--- config.mk ---
export PLATFORM = sky130hd
export DESIGN_NAME = l1_l2_port_arbiter
export DESIGN_NICKNAME = d
export VERILOG_FILES = /design/src/rtl/l1_l2_port_arbiter.sv
export SDC_FILE = /design/constraint.sdc
export NUM_CORES = 1
export LEC_CHECK = 0
export CORE_MARGIN = 2
export CORE_UTILIZATION = 44
export DETAILED_ROUTE_END_ITERATION = 12
export GPL_ROUTABILITY_DRIVEN = 1
export PLACE_DENSITY = 0.86
export SLEW_MARGIN = 40
export SYNTH_ARGS = -nofsm -noshare
export SYNTH_HDL_FRONTEND = slang
export SYNTH_SLANG_ARGS = --single-unit
--- constraint.sdc ---
create_clock -name clk -period 3.6 [get_ports clk]
set_clock_uncertainty 0.2 [all_clocks]
set_input_delay 0.72 -clock clk [delete_from_list [all_inputs] [get_ports clk]]
set_output_delay 0.72 -clock clk [all_outputs]
set_load 0.01 [all_outputs]
--- src/rtl/l1_l2_port_arbiter.sv ---
// l1_l2_port_arbiter
//   Shares the single L2 request port between the split L1 I-cache and D-cache.
//   Accepts one request at a time while idle, issues it as a line-aligned L2
//   transaction, waits for the L2 acknowledge (with a timeout), then pulses the
//   response back to the requester. L2 inclusivity evictions are forwarded to
//   the D-cache as a one-cycle invalidate pulse.
//
// Ports
//   clk, rst_n                          clock (rising edge), synchronous active-low reset
//   i_req_valid/addr, i_req_ready       I-cache fill request handshake
//   i_resp_valid                        one-cycle pulse: I fill complete
//   d_req_valid/addr/wb, d_req_ready    D-cache read fill (wb=0) or dirty write-back (wb=1)
//   d_resp_valid                        one-cycle pulse: D transaction complete
//   l2_req_valid/addr/we/src,
//   l2_req_ready, l2_ack                L2 request port and completion acknowledge
//   l2_evict_valid/addr, l2_evict_ready L2 eviction command handshake
//   d_evict_valid/addr                  one-cycle invalidate pulse to the D-cache
//   timeout_err                         sticky: an L2 transaction was never acknowledged
//   i_grant_cnt, d_grant_cnt            saturating per-source grant counters
module l1_l2_port_arbiter #(
  parameter int ADDRESS_WIDTH     = 32,
  parameter int BYTE_SELECT_WIDTH = 6,
  parameter int TIMEOUT_CYCLES    = 64,
  parameter int CNT_WIDTH         = 16
) (
  input  logic                     clk,
  input  logic                     rst_n,
  input  logic                     i_req_valid,
  input  logic [ADDRESS_WIDTH-1:0] i_req_addr,
  output logic                     i_req_ready,
  output logic                     i_resp_valid,
  input  logic                     d_req_valid,
  input  logic [ADDRESS_WIDTH-1:0] d_req_addr,
  input  logic                     d_req_wb,
  output logic                     d_req_ready,
  output logic                     d_resp_valid,
  output logic                     l2_req_valid,
  output logic [ADDRESS_WIDTH-1:0] l2_req_addr,
  output logic                     l2_req_we,
  output logic                     l2_req_src,
  input  logic                     l2_req_ready,
  input  logic                     l2_ack,
  input  logic                     l2_evict_valid,
  input  logic [ADDRESS_WIDTH-1:0] l2_evict_addr,
  output logic                     l2_evict_ready,
  output logic                     d_evict_valid,
  output logic [ADDRESS_WIDTH-1:0] d_evict_addr,
  output logic                     timeout_err,
  output logic [CNT_WIDTH-1:0]     i_grant_cnt,
  output logic [CNT_WIDTH-1:0]     d_grant_cnt
);

  localparam int AW = ADDRESS_WIDTH;
  // Timer only needs to reach TIMEOUT_CYCLES-1: the last WAIT_ACK cycle.
  localparam int TW = (TIMEOUT_CYCLES > 1) ? $clog2(TIMEOUT_CYCLES) : 1;
  localparam logic [AW-1:0] LINE_MASK =
    {{(AW-BYTE_SELECT_WIDTH){1'b1}}, {BYTE_SELECT_WIDTH{1'b0}}};
  localparam logic SRC_I = 1'b0;
  localparam logic SRC_D = 1'b1;

  typedef enum logic [2:0] {IDLE, ISSUE, WAIT_ACK, RESP, EVICT} state_t;

  state_t               state_q, state_d;
  logic [AW-1:0]        addr_q, addr_d;
  logic                 we_q, we_d;
  logic                 src_q, src_d;
  logic                 last_src_q, last_src_d;
  logic [TW-1:0]        timer_q, timer_d;
  logic [AW-1:0]        evict_addr_q, evict_addr_d;
  logic                 timeout_err_q, timeout_err_d;
  logic [CNT_WIDTH-1:0] i_cnt_q, i_cnt_d;
  logic [CNT_WIDTH-1:0] d_cnt_q, d_cnt_d;

  always_ff @(posedge clk) begin
    if (!rst_n) begin
      state_q       <= IDLE;
      addr_q        <= '0;
      we_q          <= 1'b0;
      src_q         <= SRC_I;
      last_src_q    <= SRC_D;  // so the I-cache wins the first read tie
      timer_q       <= '0;
      evict_addr_q  <= '0;
      timeout_err_q <= 1'b0;
      i_cnt_q       <= '0;
      d_cnt_q       <= '0;
    end else begin
      state_q       <= state_d;
      addr_q        <= addr_d;
      we_q          <= we_d;
      src_q         <= src_d;
      last_src_q    <= last_src_d;
      timer_q       <= timer_d;
      evict_addr_q  <= evict_addr_d;
      timeout_err_q <= timeout_err_d;
      i_cnt_q       <= i_cnt_d;
      d_cnt_q       <= d_cnt_d;
    end
  end

  always_comb begin
    state_d        = state_q;
    addr_d         = addr_q;
    we_d           = we_q;
    src_d          = src_q;
    last_src_d     = last_src_q;
    timer_d        = timer_q;
    evict_addr_d   = evict_addr_q;
    timeout_err_d  = timeout_err_q;
    i_cnt_d        = i_cnt_q;
    d_cnt_d        = d_cnt_q;
    i_req_ready    = 1'b0;
    d_req_ready    = 1'b0;
    l2_evict_ready = 1'b0;

    unique case (state_q)
      IDLE: begin
        // No handshakes while reset is asserted: the reset would discard the
        // accepted request, so the requester must not see a ready for it.
        if (rst_n) begin
          if (l2_evict_valid) begin
            l2_evict_ready = 1'b1;
            evict_addr_d   = l2_evict_addr & LINE_MASK;
            state_d        = EVICT;
          end else if (d_req_valid &&
                       (d_req_wb || !i_req_valid || last_src_q == SRC_I)) begin
            // Write-backs always beat I fills; D reads win only on their turn.
            d_req_ready = 1'b1;
            addr_d      = d_req_addr & LINE_MASK;
            we_d        = d_req_wb;
            src_d       = SRC_D;
            last_src_d  = SRC_D;
            if (d_cnt_q != '1) d_cnt_d = d_cnt_q + CNT_WIDTH'(1);
            state_d     = ISSUE;
          end else if (i_req_valid) begin
            i_req_ready = 1'b1;
            addr_d      = i_req_addr & LINE_MASK;
            we_d        = 1'b0;
            src_d       = SRC_I;
            last_src_d  = SRC_I;
            if (i_cnt_q != '1) i_cnt_d = i_cnt_q + CNT_WIDTH'(1);
            state_d     = ISSUE;
          end
        end
      end
      ISSUE: begin
        if (l2_req_ready) begin
          timer_d = '0;
          state_d = WAIT_ACK;
        end
      end
      WAIT_ACK: begin
        // An ack in the final allowed cycle still completes normally.
        if (l2_ack) begin
          state_d = RESP;
        end else if (timer_q == TW'(TIMEOUT_CYCLES - 1)) begin
          timeout_err_d = 1'b1;
          state_d       = IDLE;
        end else begin
          timer_d = timer_q + TW'(1);
        end
      end
      RESP:    state_d = IDLE;
      EVICT:   state_d = IDLE;
      default: state_d = IDLE;
    endcase
  end

  assign l2_req_valid  = (state_q == ISSUE);
  assign l2_req_addr   = addr_q;
  assign l2_req_we     = we_q;
  assign l2_req_src    = src_q;
  assign i_resp_valid  = (state_q == RESP) && (src_q == SRC_I);
  assign d_resp_valid  = (state_q == RESP) && (src_q == SRC_D);
  assign d_evict_valid = (state_q == EVICT);
  assign d_evict_addr  = evict_addr_q;
  assign timeout_err   = timeout_err_q;
  assign i_grant_cnt   = i_cnt_q;
  assign d_grant_cnt   = d_cnt_q;

endmodule

# Word level (Yosys, flattened, before mapping)
# Cells that the tools add are included.
# classes
mux,28
add_sub_neg,3
reduce_logical,16
n_bitwise,5
eq_ne,12
# op_table
cell,n
$mux 32,2
$add 16x1->16 const B,2
$ne 16x16->1 const B,2
$mux 3,6
$mux 6,3
$mux 1,15
$pmux 6 s2,1
$pmux 3 s3,1
$reduce_and 3->1,3
$reduce_and 4->1,2
$add 6x1->6 const B,1
$eq 3x2->1 const B,2
$eq 6x6->1 const B,1
$not 1->1,5
$reduce_and 5->1,1
$ne 2x2->1 const B,2
$ne 4x4->1 const B,1
$reduce_bool 2->1,2
$eq 3x1->1 const B,1
$eq 3x3->1 const B,1
$logic_and 1x1->1,3
$logic_not 3->1,1
$ne 3x3->1 const B,1
$logic_or 1x1->1,2
other kinds (3),3
# word_totals
wordCells,74
out_inout_bits,106
ff_bits,103
in_bits,104

# Depth between registers and ports, before layout
# depth
ltp_word,8
mapped_depth,7
ltp_nobuf,6

# Worst setup path before layout
# OpenSTA, ideal clock, no wires.
# synth_path
path_kind,input to output
start,input port d_req_wb
end,output port i_req_ready
slack_ps,805
arrival_time_ps,1875
cell_stages,4
path_buffers,1
cell_sequence,nand3b_1 -> nand2_1 -> clkbuf_1 -> and4_1
# synth_between
elab_chain_cells,7
# synth_lines
item,line,rtl
start: declaration,34,"input logic d_req_wb,"
$logic_or 1x1->1 (2 in a row),125,(d_req_wb || !i_req_valid || last_src_q == SRC_I)) begin
$logic_and 1x1->1,124,end else if (d_req_valid &&
$mux 1,124,
$mux 1,120,if (l2_evict_valid) begin
$mux 1,119,if (rst_n) begin
$mux 1,115,unique case (state_q)
end: declaration,30,"output logic i_req_ready,"
# Every way passes these cells.

# Worst setup path in the final report
# layout_path
start,input port l2_evict_valid
end,output port i_req_ready
# layout_between
elab_chain_cells,3
# layout_lines
item,line,rtl
start: declaration,43,"input logic l2_evict_valid,"
$mux 1,120,
$mux 1,119,
$mux 1,115,
# Every way passes these cells.

==> summary.md <==
| Metric | Value |
|---|---|
| H-tree levels | `3` |
| Sequential share of the synthesized area | `between 40% and 50%` |
| Total grt overflow | `0` |
| CP Capture Type | `primary output` |
| Yosys top cell by area | `dfxtp_1` |
| Avg Cell Area, Syn | `about 8 sq um` |
| CTS Hold Bufs | `0` |
| CTS Sinks | `97` |
| Fmax | `0.299 GHz` |
| Worst path required time | `2680 ps` |
| Critical path class | `input port to primary output` |
| DRC Markers | `0` |
| Final Hold Vio Count | `0` |
| Die area | `about 11000 sq um` |
| Reg-to-Reg End | `i_grant_cnt[15]` |
| Diode count | `0` |
| Initial antenna violation count | `0` |
| Max cap viols | `0` |
| CTS resizes | `0` |
| # IOs | `210` |
| First-pass GRT wire length | `between 15000 and 20000 um` |
| Cell with the most instances on the worst path | `clkdlybuf4s50_1` |
| Layout cells sized above 1 | `between 4 and 5%` |
| Post-Route Setup TNS | `0 ps` |
| WHS | `roughly 260 ps` |
| # rows | `36` |
| Yosys warnings | `0` |
| Post-synth top area share | `44.9%` |
| Critical Path Max Stage Delay | `around 570 ps` |
| Placed Cells | `a little over 800` |
| RSZ-0062 raised after global routing | `false` |
| Initial DRC Count | `152` |
| Post-synth EDFFs | `0` |
| Total length of routed wires | `between 10000 and 15000 um` |
| Via density | `5.27` |
| Critical path launch point type | `input port` |
| Arrival time at the worst endpoint | `about 2400 ps` |
| Delay-heaviest family, CP | `buffers and inverters` |
| FFs w/ async S/R, synth | `0%` |
| Post-Synthesis Cells | `534` |
| Initial DRT Pass Iterations | `4` |
| Hold Path Sink | `d_evict_addr[28]` |
| Die H | `approximately 100 um` |
| Final Critical Period | `3350 ps` |
| #FFs+latches synth | `just under 100` |
| Gpl congestion | `between 0.8 and 0.9` |
| Routed length per instance | `15.0 um` |
| Mapped Area | `roughly 4300 sq um` |
| Die width | `around 100 um` |
| Predominant post-synthesis flop cell | `dfxtp_1` |
| Hold path depth | `2` |
| Hold WC Path Type | `flip-flop to flip-flop` |
| Period utilization | `92.9%` |
| Post-DP HPWL | `around 9100 um` |
| Area delta synth->final | `48.3%` |
| Largest net degree at the start of global routing | `57` |
| Clk root buf | `clkbuf_8` |
| Nets | `just over 800` |
| Reg2reg start | `i_grant_cnt[0]` |
| Crit path from | `l2_evict_valid` |
| Final ANT Viol Nets | `0` |
| Critical Path Fanout Max | `6` |
| Number of post-CTS setup repair buffers | `0` |
| R2R Setup Slk | `about 1100 ps` |
| Worst-Margin Slew | `732 ps` |
| Synth area leaders | `dfxtp_1 (45%), nand2_1 (8.4%), nor2_1 (5.9%)` |
| Setup-failing EPs final | `0` |
| Starting density of the core | `between 40% and 50%` |
| DR vias | `approximately 4400` |
| Static Leak | `approximately 2.2 nW` |
| Max Transition Viols Final | `0` |
| Core ar. | `just under 10000 sq um` |
| CTS tree | `yes` |
| Slew headroom | `50.8%` |
| FF-to-FF path depth | `6` |
| Skew-Pair Late Insertion Delay | `350 ps` |
| Crit-path cells | `clkdlybuf4s50_1 -> nor4_4 -> and4_1 -> clkdlybuf4s50_1` |
| Slowest CP cell | `clkdlybuf4s50_1` |
| Clock transition at path regs | `around 80 ps` |
| Status | `completed` |
| IO buf count | `about 180` |
| Worst path bufs/invs | `2` |
| Hold path startpoint | `d_evict_addr[28]` |
| GRT Overall Usage | `~22%` |
| CTS Buffer Depth | `2` |
| Maximum vdd drop | `0.000193 V` |
| Pwr Density | `between 300 and 400 nW/um^2` |
| Number of CTS-inserted buffers | `9` |
| Synth unique cells | `47` |
| Non-Filler Instances | `837` |
| Vias in the first global route | `roughly 4100` |
==> cells in the final DEF, fill, tap and decap left out, types with 8 or more instances in the layout <==
| master | synthesis | layout |
|---|---|---|
| clkbuf_8 | 0 | 12 |
| nand3_1 | 41 | 41 |
| nor2_1 | 68 | 68 |
| dfxtp_1 | 97 | 97 |
| conb_1 | 1 | 12 |
| a311oi_1 | 26 | 26 |
| o21ai_0 | 8 | 8 |
| a21oi_1 | 38 | 38 |
| xnor2_1 | 22 | 22 |
| buf_4 | 12 | 9 |
| clkdlybuf4s50_1 | 0 | 179 |
| nand2_1 | 97 | 97 |
| nor4_1 | 8 | 8 |
==> worst register-to-register path: cells and delay by family, from the launching register on <==
family	cells	cell delay [ps]
AND/OR/NAND/NOR	4	1500
AO/OA/AOI/OAI	1	140
flip-flops	1	350
adder cells (fa/ha/maj)	1	250
==> power by group <==
group / switching [mW] / internal, mW / total [mW]
Combinational: 0.224 / 0.255 / 0.479
Clock: 0.349 / 0.378 / 0.728
Sequential: 0.0376 / 1.13 / 1.17
Total: 0.611 / 1.77 / 2.38
==> Yosys cell counts (2+ instances only) <==
| cell type | number |
|---|---|
| buf_4 | 12 |
| clkbuf_1 | 30 |
| nor4b_1 | 2 |
| nand2_1 | 97 |
| nor3b_1 | 2 |
| nand3b_1 | 4 |
| ha_1 | 3 |
| a31oi_1 | 2 |
| xnor2_1 | 22 |
| and2_1 | 3 |
| a311oi_1 | 26 |
| nand4_1 | 6 |
| o21ai_0 | 8 |
| a32oi_1 | 2 |
| nor2b_1 | 2 |
| nand3_1 | 41 |
| mux2i_1 | 5 |
| nor3_1 | 5 |
| or3_1 | 7 |
| nor4_1 | 8 |
| a21oi_1 | 38 |
| and4_1 | 5 |
| dfxtp_1 | 97 |
| and3_1 | 2 |
| a211oi_1 | 4 |
| nand2b_1 | 3 |
| nor2_1 | 68 |
| a2111oi_0 | 3 |
| buf_2 | 4 |
| inv_1 | 6 |
==> state kept, by name (all words and copies together) (netlist names) <==
name,count
d_evict_addr,26
d_grant_cnt,16
i_grant_cnt,16
l2_req_addr,26
l2_req_src,1
l2_req_we,1
last_src_q,1
state_q,3
timeout_err,1
timer_q,6
==> layer usage <==
layer | part of all wire, % | vias to the layer above | track usage (%)
met5 | 0 | - | 0
met4 | 1.7 | 0 | 8.91
met3 | 5.1 | 18 | 3.05
met2 | 52 | 144 | 40.0
met1 | 41 | 2071 | 25.5
li1 | - | 2176 | -
==> through the flow <==
step	instance area, sq um	power [mW]	worst slack (ps)	util (%)
2_1_floorplan	4370	1.41	805	-
3_3_place_gp	6200	1.66	327	64.3
3_5_place_dp	6200	1.67	253	64.3
4_1_cts	6410	2.40	246	66.5
5_1_grt	6410	2.49	137	66.5
6_report	6410	2.38	255	66.5
==> logic make-up (layout without fill, tap and decap cells) <==
family,after synthesis,in the layout,synth area share [%]
AND/OR/NAND/NOR,264,264,29.0
other,1,12,0.0867
AO/OA/AOI/OAI,90,90,13.9
buffers and inverters,52,211,5.67
flip-flops,97,97,44.9
XOR/XNOR,22,22,4.45
adder cells (fa/ha/maj),3,3,0.868
multiplexers,5,5,1.16
==> cell type report <==
cell class                      instances  area [sq um]
Timing Repair Buffer                  189          1880
Multi-Input combinational cell        396          2200
Clock inverter                          2          35.0
Tap cell                              133           166
Fill cell                             834          3220
Sequential cell                        97          1940
Inverter                                6          22.5
Clock buffer                           14           173
==> worst max-delay path by stage <==
stage / slack (ps) / cells after the start / end
floorplan: 800 / 4 / i_req_ready
global placement: 330 / 4 / i_req_ready
detailed placement: 250 / 4 / i_req_ready
CTS: 250 / 4 / i_req_ready
global route: 140 / 5 / d_req_ready
finish: 250 / 4 / i_req_ready
(Power assumes the default switching activity.)
